===== src/rtl/letc_core_mtimer.sv =====
// letc_core_mtimer
// ----------------
// RISC-V machine timer for the LETC SoC. Holds the 64-bit mtime counter and
// the 64-bit mtimecmp compare register behind a one-outstanding valid/ready
// register port, and raises a level interrupt while mtime >= mtimecmp.
//
// Parameters:
//   PRESCALE           clk cycles per mtime increment (1..65535)
//
// Ports:
//   clk                core clock
//   rst_n              synchronous active-low reset
//   req_valid/ready    request handshake (ready only while idle)
//   req_we             1 = write, 0 = read
//   req_addr           byte offset: 0x0 mtime lo, 0x4 mtime hi,
//                      0x8 mtimecmp lo, 0xC mtimecmp hi
//   req_wdata          32-bit write data
//   rsp_valid/ready    response handshake
//   rsp_rdata          read data (0 for writes and errors)
//   rsp_err            request address was not word aligned
//   timer_irq_pending  registered mtime >= mtimecmp (unsigned 64-bit)

module letc_core_mtimer #(
  parameter int unsigned PRESCALE = 1
) (
  input  logic        clk,
  input  logic        rst_n,
  input  logic        req_valid,
  output logic        req_ready,
  input  logic        req_we,
  input  logic [3:0]  req_addr,
  input  logic [31:0] req_wdata,
  output logic        rsp_valid,
  input  logic        rsp_ready,
  output logic [31:0] rsp_rdata,
  output logic        rsp_err,
  output logic        timer_irq_pending
);

  typedef enum logic {
    IDLE,
    RESP
  } state_e;

  localparam logic [15:0] TickMax = 16'(PRESCALE - 1);

  state_e      state_q;
  logic        reqReady_q;
  logic        rspValid_q;
  logic [31:0] rspRdata_q;
  logic        rspErr_q;
  logic        irq_q;

  logic [15:0] tickCnt_q, tickCnt_d;
  logic [63:0] mtime_q, mtime_d;
  logic [63:0] mtimecmp_q, mtimecmp_d;

  logic        accept;
  logic        aligned;
  logic        wrEn;
  logic        tick;
  logic [31:0] readData;

  // A request is taken only while idle and out of reset; reqReady_q is held
  // low during reset so nothing can slip in before the first released edge.
  assign accept  = (state_q == IDLE) && reqReady_q && req_valid;
  assign aligned = (req_addr[1:0] == 2'b00);
  assign wrEn    = accept && req_we && aligned;

  // Next-state for the prescaler, mtime and mtimecmp, plus the read mux.
  // A register write overrides the increment for that cycle: the written
  // half takes the data and the other half simply holds, so no carry can
  // leak across. The prescaler keeps running regardless of writes.
  always_comb begin
    tick       = (tickCnt_q == TickMax);
    tickCnt_d  = tick ? 16'd0 : tickCnt_q + 16'd1;
    mtime_d    = mtime_q + {63'd0, tick};
    mtimecmp_d = mtimecmp_q;
    readData   = 32'd0;

    case (req_addr[3:2])
      2'd0:    readData = mtime_q[31:0];
      2'd1:    readData = mtime_q[63:32];
      2'd2:    readData = mtimecmp_q[31:0];
      default: readData = mtimecmp_q[63:32];
    endcase

    if (wrEn) begin
      case (req_addr[3:2])
        2'd0:    mtime_d = {mtime_q[63:32], req_wdata};
        2'd1:    mtime_d = {req_wdata, mtime_q[31:0]};
        2'd2:    mtimecmp_d = {mtimecmp_q[63:32], req_wdata};
        default: mtimecmp_d = {req_wdata, mtimecmp_q[31:0]};
      endcase
    end
  end

  // Timer state. The interrupt is compared against the next-state values so
  // a crossing or a clearing write shows up on the same edge as the update.
  always_ff @(posedge clk) begin
    if (!rst_n) begin
      tickCnt_q  <= 16'd0;
      mtime_q    <= 64'd0;
      mtimecmp_q <= '1;
      irq_q      <= 1'b0;
    end else begin
      tickCnt_q  <= tickCnt_d;
      mtime_q    <= mtime_d;
      mtimecmp_q <= mtimecmp_d;
      irq_q      <= (mtime_d >= mtimecmp_d);
    end
  end

  // Register-port FSM with registered handshake outputs. Read data is taken
  // from the current registers in the accept cycle, i.e. before that cycle's
  // increment. The response is held unchanged until the consumer takes it.
  always_ff @(posedge clk) begin
    if (!rst_n) begin
      state_q    <= IDLE;
      reqReady_q <= 1'b0;
      rspValid_q <= 1'b0;
      rspRdata_q <= 32'd0;
      rspErr_q   <= 1'b0;
    end else begin
      case (state_q)
        IDLE: begin
          reqReady_q <= 1'b1;
          if (accept) begin
            state_q    <= RESP;
            reqReady_q <= 1'b0;
            rspValid_q <= 1'b1;
            rspRdata_q <= (req_we || !aligned) ? 32'd0 : readData;
            rspErr_q   <= !aligned;
          end
        end
        RESP: begin
          if (rsp_ready) begin
            state_q    <= IDLE;
            reqReady_q <= 1'b1;
            rspValid_q <= 1'b0;
          end
        end
        default: begin
          state_q    <= IDLE;
          reqReady_q <= 1'b0;
          rspValid_q <= 1'b0;
        end
      endcase
    end
  end

  assign req_ready         = reqReady_q;
  assign rsp_valid         = rspValid_q;
  assign rsp_rdata         = rspRdata_q;
  assign rsp_err           = rspErr_q;
  assign timer_irq_pending = irq_q;

endmodule


===== config.mk =====
export PLATFORM = sky130hd
export DESIGN_NAME = letc_core_mtimer
export DESIGN_NICKNAME = d
export VERILOG_FILES = /design/src/rtl/letc_core_mtimer.sv
export SDC_FILE = /design/constraint.sdc
export NUM_CORES = 1
export LEC_CHECK = 0
export ABC_AREA = 1
export CORE_ASPECT_RATIO = 0.75
export CORE_MARGIN = 3
export CORE_UTILIZATION = 40
export CTS_BUF_LIST = sky130_fd_sc_hd__clkbuf_4
export DETAILED_ROUTE_END_ITERATION = 16
export DONT_BUFFER_PORTS = 1
export PLACE_DENSITY = 0.66
export SLEW_MARGIN = 20
export SYNTH_ARGS = -nofsm -noshare
export SYNTH_HDL_FRONTEND = slang
export SYNTH_SLANG_ARGS = --single-unit

===== constraint.sdc =====
create_clock -name clk -period 3.3 [get_ports clk]
set_input_delay 0.33 -clock clk [delete_from_list [all_inputs] [get_ports clk]]
set_output_delay 0.33 -clock clk [all_outputs]
set_load 0.02 [all_outputs]

# Yosys cells after proc, flatten, opt, wreduce, memory -nomap -nowiden
# Cells that the tools add are included.
word_totals:
  register_bits: 181
  input_bits: 41
  out_inout_bits: 36
  word_cells: 46
op_classes:
  addsub: 2
  n_lt_le_gt_ge: 1
  eq_ne: 4
  mux: 15
  bitwise: 2
  n_reduce_logical: 13
op_table:
  columns: ["cell", "count"]
  rows:
  - ["64-bit one-hot mux with 2 select lines", 2]
  - ["64-bit 2-to-1 mux", 2]
  - ["32-bit one-hot mux with 3 select lines", 1]
  - ["64-bit by 1-bit adder with 64-bit output", 1]
  - ["64-bit >= comparator", 1]
  - ["32-bit 2-to-1 mux", 1]
  - ["16-bit by 1-bit adder with 16-bit output, second input constant", 1]
  - ["16-bit zero test", 1]
  - ["1-bit 2-to-1 mux", 6]
  - ["1-bit one-hot mux with 2 select lines", 3]
  - ["1-bit logical AND", 4]
  - ["2-bit zero test", 2]
  - ["2-bit != test, second input constant", 2]
  - ["2-bit AND reduction", 2]
  - ["2-bit OR reduction", 2]
  - ["2-bit by 1-bit equality test with 1-bit output, second input constant", 1]
  - ["2-bit equality test, second input constant", 1]
  - ["1-bit inverter", 2]
  - ["1-bit zero test", 1]
  - ["1-bit logical OR", 1]

# Depth between registers and ports, before layout
logic_depth:
  depth_word: 7
  ltp_mapped: 27
  depth_no_buf: 27

# Worst setup path before layout
# Ideal clock, no wire load.
synth_timing:
  kind: "register to register"
  from: "reg tickCnt_q[5]"
  to: "reg irq_q (netlist: timer_irq_pending)"
  setup_time_ns: 0.070
  t_arrival_ns: 3.169
  t_required_ns: 3.230
  slack_ns: 0.060
  path_stages_with_launch: 27
  n_path_buf: 0
  period_less_slack_ns: 3.240
  cell_sequence: "dfxtp_1 > nor4_1 > nand4_1 > nor2_1 > ha_1 > ha_1 > nand2_1 > nor2_4 > nand2_2 > nor2_4 > nand2_1 > nor2_1 > nand2_1 > nand2_1 > nand2_1 > nand2_1 > inv_1 > ha_1 > nand2_1 > nor2_1 > and2_1 > nand2_1 > nor2_1 > nand2_1 > nand2_1 > nor2_1 > a21oi_1"
synth_via:
  elab_chain_len: 5
synth_rtl:
  columns: ["element", "line", "text"]
  rows:
  - ["start, declared", "54", "logic [15:0] tickCnt_q, tickCnt_d;"]
  - ["start signal, assigned", "107", "tickCnt_q <= tickCnt_d;"]
  - ["16-bit zero test (*)", "75", "tick = (tickCnt_q == TickMax);"]
  - ["64-bit by 1-bit adder with 64-bit output (*)", "77", "mtime_d = mtime_q + {63'd0, tick};"]
  - ["64-bit one-hot mux with 2 select lines", "89", "case (req_addr[3:2])"]
  - ["64-bit 2-to-1 mux (*)", "88", "if (wrEn) begin"]
  - ["net mtime_d[62]", "55", "logic [63:0] mtime_q, mtime_d;"]
  - ["64-bit >= comparator (*)", "110", "irq_q <= (mtime_d >= mtimecmp_d);"]
  - ["end signal, assigned", "110", null]
  - ["end, declared", "52", "logic irq_q;"]
# The timed path passes the listed nets; every way through them passes the cells marked *.
# A chain may end at the register's enable or synchronous reset.

# Worst setup path after layout
layout_timing:
  from: "reg tickCnt_q[9]"
  to: "reg irq_q (netlist: timer_irq_pending)"
# Same word-level chain as after synthesis.

==> metrics.cfg <==
[power]
irDropWorstVdd_uv=257
power.density_nw_per_um2=275
leakagePower_nw=5.87

[critical_path]
crit_type=flip-flop to flip-flop
cp.required_ns=3.85
critPathCaptureType=flip-flop
worstPathArrival_ns=4.14
crit_start=tickCnt_q[9]$_SDFF_PP0_
reg2reg_setup_slack_ns=-0.29
rr_endpoint=timer_irq_pending$_SDFF_PN0_
cp-start-kind=flip-flop
critPathMaxFanout=5
rr_worst_depth=23
endpoint=timer_irq_pending$_SDFF_PN0_
r2r-start=tickCnt_q[9]$_SDFF_PP0_

[synth]
synthArstFlopShare=0
synth_nets=1872
synth_flop_cell=dfxtp_1
syn_inst=1763
syn-cell-area_um2=11600
synth.distinct_cells=48
synth_edf_count=0
yosysSeqAreaShare=0.311
synth-seq-cells=181
yosys_warnings=0
avgSynthCellArea_um2=6.60

[cts]
clk_path_buf_depth=2
insertion_delay_ns=0.64
cts_buffers=17
htree_levels=4
cts.sinks=181
path_clk_slew_ns=0.20
cts_tree=yes
cts-root-buf=clkbuf_4

[placement]
place_congestion=1.02
portBuffers=0
dp_hpwl_mm=35.6

[drt]
met1_length_mm=21.1
dr_wl_met3_mm=5.81
drcViolationCount=0
wl_met2_mm=20.0
routed.top_layer=met5
ant_nets=0
viasPerCell=5.63
wire_per_inst_um=20.8
via_count=13000
routed_wl_mm=48.3
first_pass_iters=6
first_iter_violations=1479

[timing]
fmax_ghz=0.279
worst_pin_slew_ns=0.873
rsz0062_at_grt=true
hold_viol=0
slew_viol_final=0
setup_slack_ns=-0.287
setup_viol=2
setup_total_negative_slack_ns=-0.326
period_share=1.09
fin_skew_ns=0.0471
relSlewSlack=0.414
min_period_ns=3.59

[global_route]
grt_use_total=0.304
grt_pass1_vias=12300
antenna_found_initial=3
gr-total-overflow=0
grt_max_degree=73
grt_pass1_wl_mm=73.0

[layout]
layout_commonest_cell=nand2_1
n_fill_cell=2856
fin_nets=2025
layout-drive-gt1-share=0.130
final_util=0.501
area_growth_syn_to_layout_pct=21.9
final_cell_mix=540 x nand2_1, 179 x dfxtp_1, 157 x nor2_1

[floorplanning]
die-area_um2=31200
placementRows=53
ios=77
fp.dieH_um=154
initial_core_util=0.411
core_um2=28300
die_w_um=203

[outcome]
status=finished with violations
violations=setup timing

[flow_run]
drv_cap=0

[hold_path]
hold_path_class=input port to flip-flop

synth_stat cells (2+ instances only):
cell | instances | area share
xnor2_1 | 7 | 0.0053
nor3_2 | 2 | 0.0017
inv_1 | 155 | 0.050
nand2_2 | 11 | 0.0059
mux2i_1 | 16 | 0.014
clkbuf_1 | 45 | 0.015
nor2_4 | 9 | 0.0087
and2_1 | 9 | 0.0048
nand3_1 | 42 | 0.018
nand2_1 | 549 | 0.18
ha_1 | 68 | 0.073
o21ai_0 | 95 | 0.041
nand3b_1 | 2 | 0.0013
nand4_1 | 24 | 0.013
a21o_1 | 3 | 0.0019
buf_2 | 15 | 0.0064
nor3_1 | 28 | 0.012
buf_4 | 8 | 0.0052
o21ai_1 | 13 | 0.0056
nor2_1 | 164 | 0.053
buf_1 | 7 | 0.0023
nand2_4 | 3 | 0.0029
a22oi_1 | 6 | 0.0039
xor2_1 | 31 | 0.023
o221ai_1 | 16 | 0.012
nor2_2 | 14 | 0.0075
nand3_2 | 2 | 0.0017
o211ai_1 | 45 | 0.029
dfxtp_1 | 181 | 0.31
o22ai_1 | 63 | 0.034
nor4_1 | 4 | 0.0021
a21oi_1 | 103 | 0.044
buf_6 | 2 | 0.0019
inv_2 | 6 | 0.0019
a21boi_2 | 2 | 0.0019
routing by layer:
metal,vias up,GRT usage
li1,6145,-
met5,-,0
met1,6123,0.432
met3,88,0.0948
met4,2,0.0824
met2,669,0.444
critical path: stages (launching register included):
cell	delay, ns
dfxtp_2	0.37
nor4_4	0.27
nand4_1	0.16
nor2_2	0.15
ha_2	0.22
buf_4	0.12
inv_1	0.07
nor2_4	0.14
nand2_4	0.12
nor2_4	0.20
buf_4	0.14
nand3_2	0.13
xor2_1	0.18
nand2_1	0.08
nand2_1	0.10
ha_1	0.33
a21oi_1	0.13
o21ai_0	0.13
nand2_1	0.10
nand3_1	0.10
nand2_1	0.08
nand2_1	0.05
nor2_1	0.10
a21oi_1	0.07
worst min-delay path by stage:
stage / start / endpoint / slack (ns) / depth (start not counted)
floorplan: rsp_ready / rsp_valid$_SDFFE_PN0P_ / 0.43 / 1
global placement: rst_n / mtimecmp_q[4]$_SDFF_PN1_ / 0.41 / 1
detailed placement: rst_n / mtimecmp_q[8]$_SDFF_PN1_ / 0.41 / 1
CTS: rst_n / tickCnt_q[14]$_SDFF_PP0_ / 0.006 / 3
global route: req_wdata[6] / mtime_q[38]$_SDFF_PN0_ / 0.01 / 4
finish: req_wdata[6] / mtime_q[38]$_SDFF_PN0_ / 0.03 / 4
sequential cells by signal, summed over array words and instances (netlist names):
name,count
state_q,1
rsp_rdata,32
req_ready,1
rsp_err,1
mtime_q,64
timer_irq_pending,1
rsp_valid,1
mtimecmp_q,64
tickCnt_q,16
cell type report:
type                       instances  area, µm²  share of cell area
timing repair buffer             211       1910               0.134
multi-input combinational       1342       7280               0.513
clock inverter                    14        153              0.0108
sequential                       181       3630               0.256
tap                              385        482              0.0339
inverter                         163        616              0.0434
antenna                            2       5.00            0.000353
clock buffer                      17        128             0.00899
cell families (layout without fill, tap and decap cells):
logic type      after synthesis  after routing  share of synthesized area
simple gates                867            867                      0.312
compound gates              353            353                      0.178
buf+inv                     240            405                     0.0831
flops                       181            181                      0.311
fa+ha+maj                    68             68                     0.0731
xor+xnor                     38             38                     0.0286
mux                          16             16                     0.0138
other cells                   0              2                          0
stage by stage:
step | total power, mW | setup slack [ns] | cells | instance area [µm²] | hold slack (ns)
4_1_cts | 3.90 | -0.322 | 2312 | 14100 | 0.00572
3_3_place_gp | 2.58 | -0.349 | 2183 | 12700 | 0.408
5_1_grt | 4.03 | -0.597 | 2315 | 14200 | 0.0148
3_5_place_dp | 2.58 | -0.381 | 2183 | 12700 | 0.413
6_report | 3.90 | -0.287 | 2315 | 14200 | 0.0264
2_1_floorplan | 2.49 | 0.0601 | 1763 | 11600 | 0.429
timing repair:
item                                   4_1_cts  5_1_grt
hold buffers                                84        1
setup endpoints to repair                    1        5
gates cloned                                 0        0
buffers inserted                            14        1
endpoints found under the hold margin       87        1
pin swaps                                   27       25
gates resized for setup                     37       28
report_power, final:
| group | leakage (nW) | internal, mW | switching (mW) | total (mW) |
|---|---|---|---|---|
| logic | 4.25 | 0.118 | 0.229 | 0.347 |
| clock network | 0.154 | 0.347 | 0.969 | 1.32 |
| registers | 1.46 | 2.21 | 0.0305 | 2.24 |
| total | 5.87 | 2.67 | 1.23 | 3.90 |
Note: power is estimated with default switching activity, not from simulation.
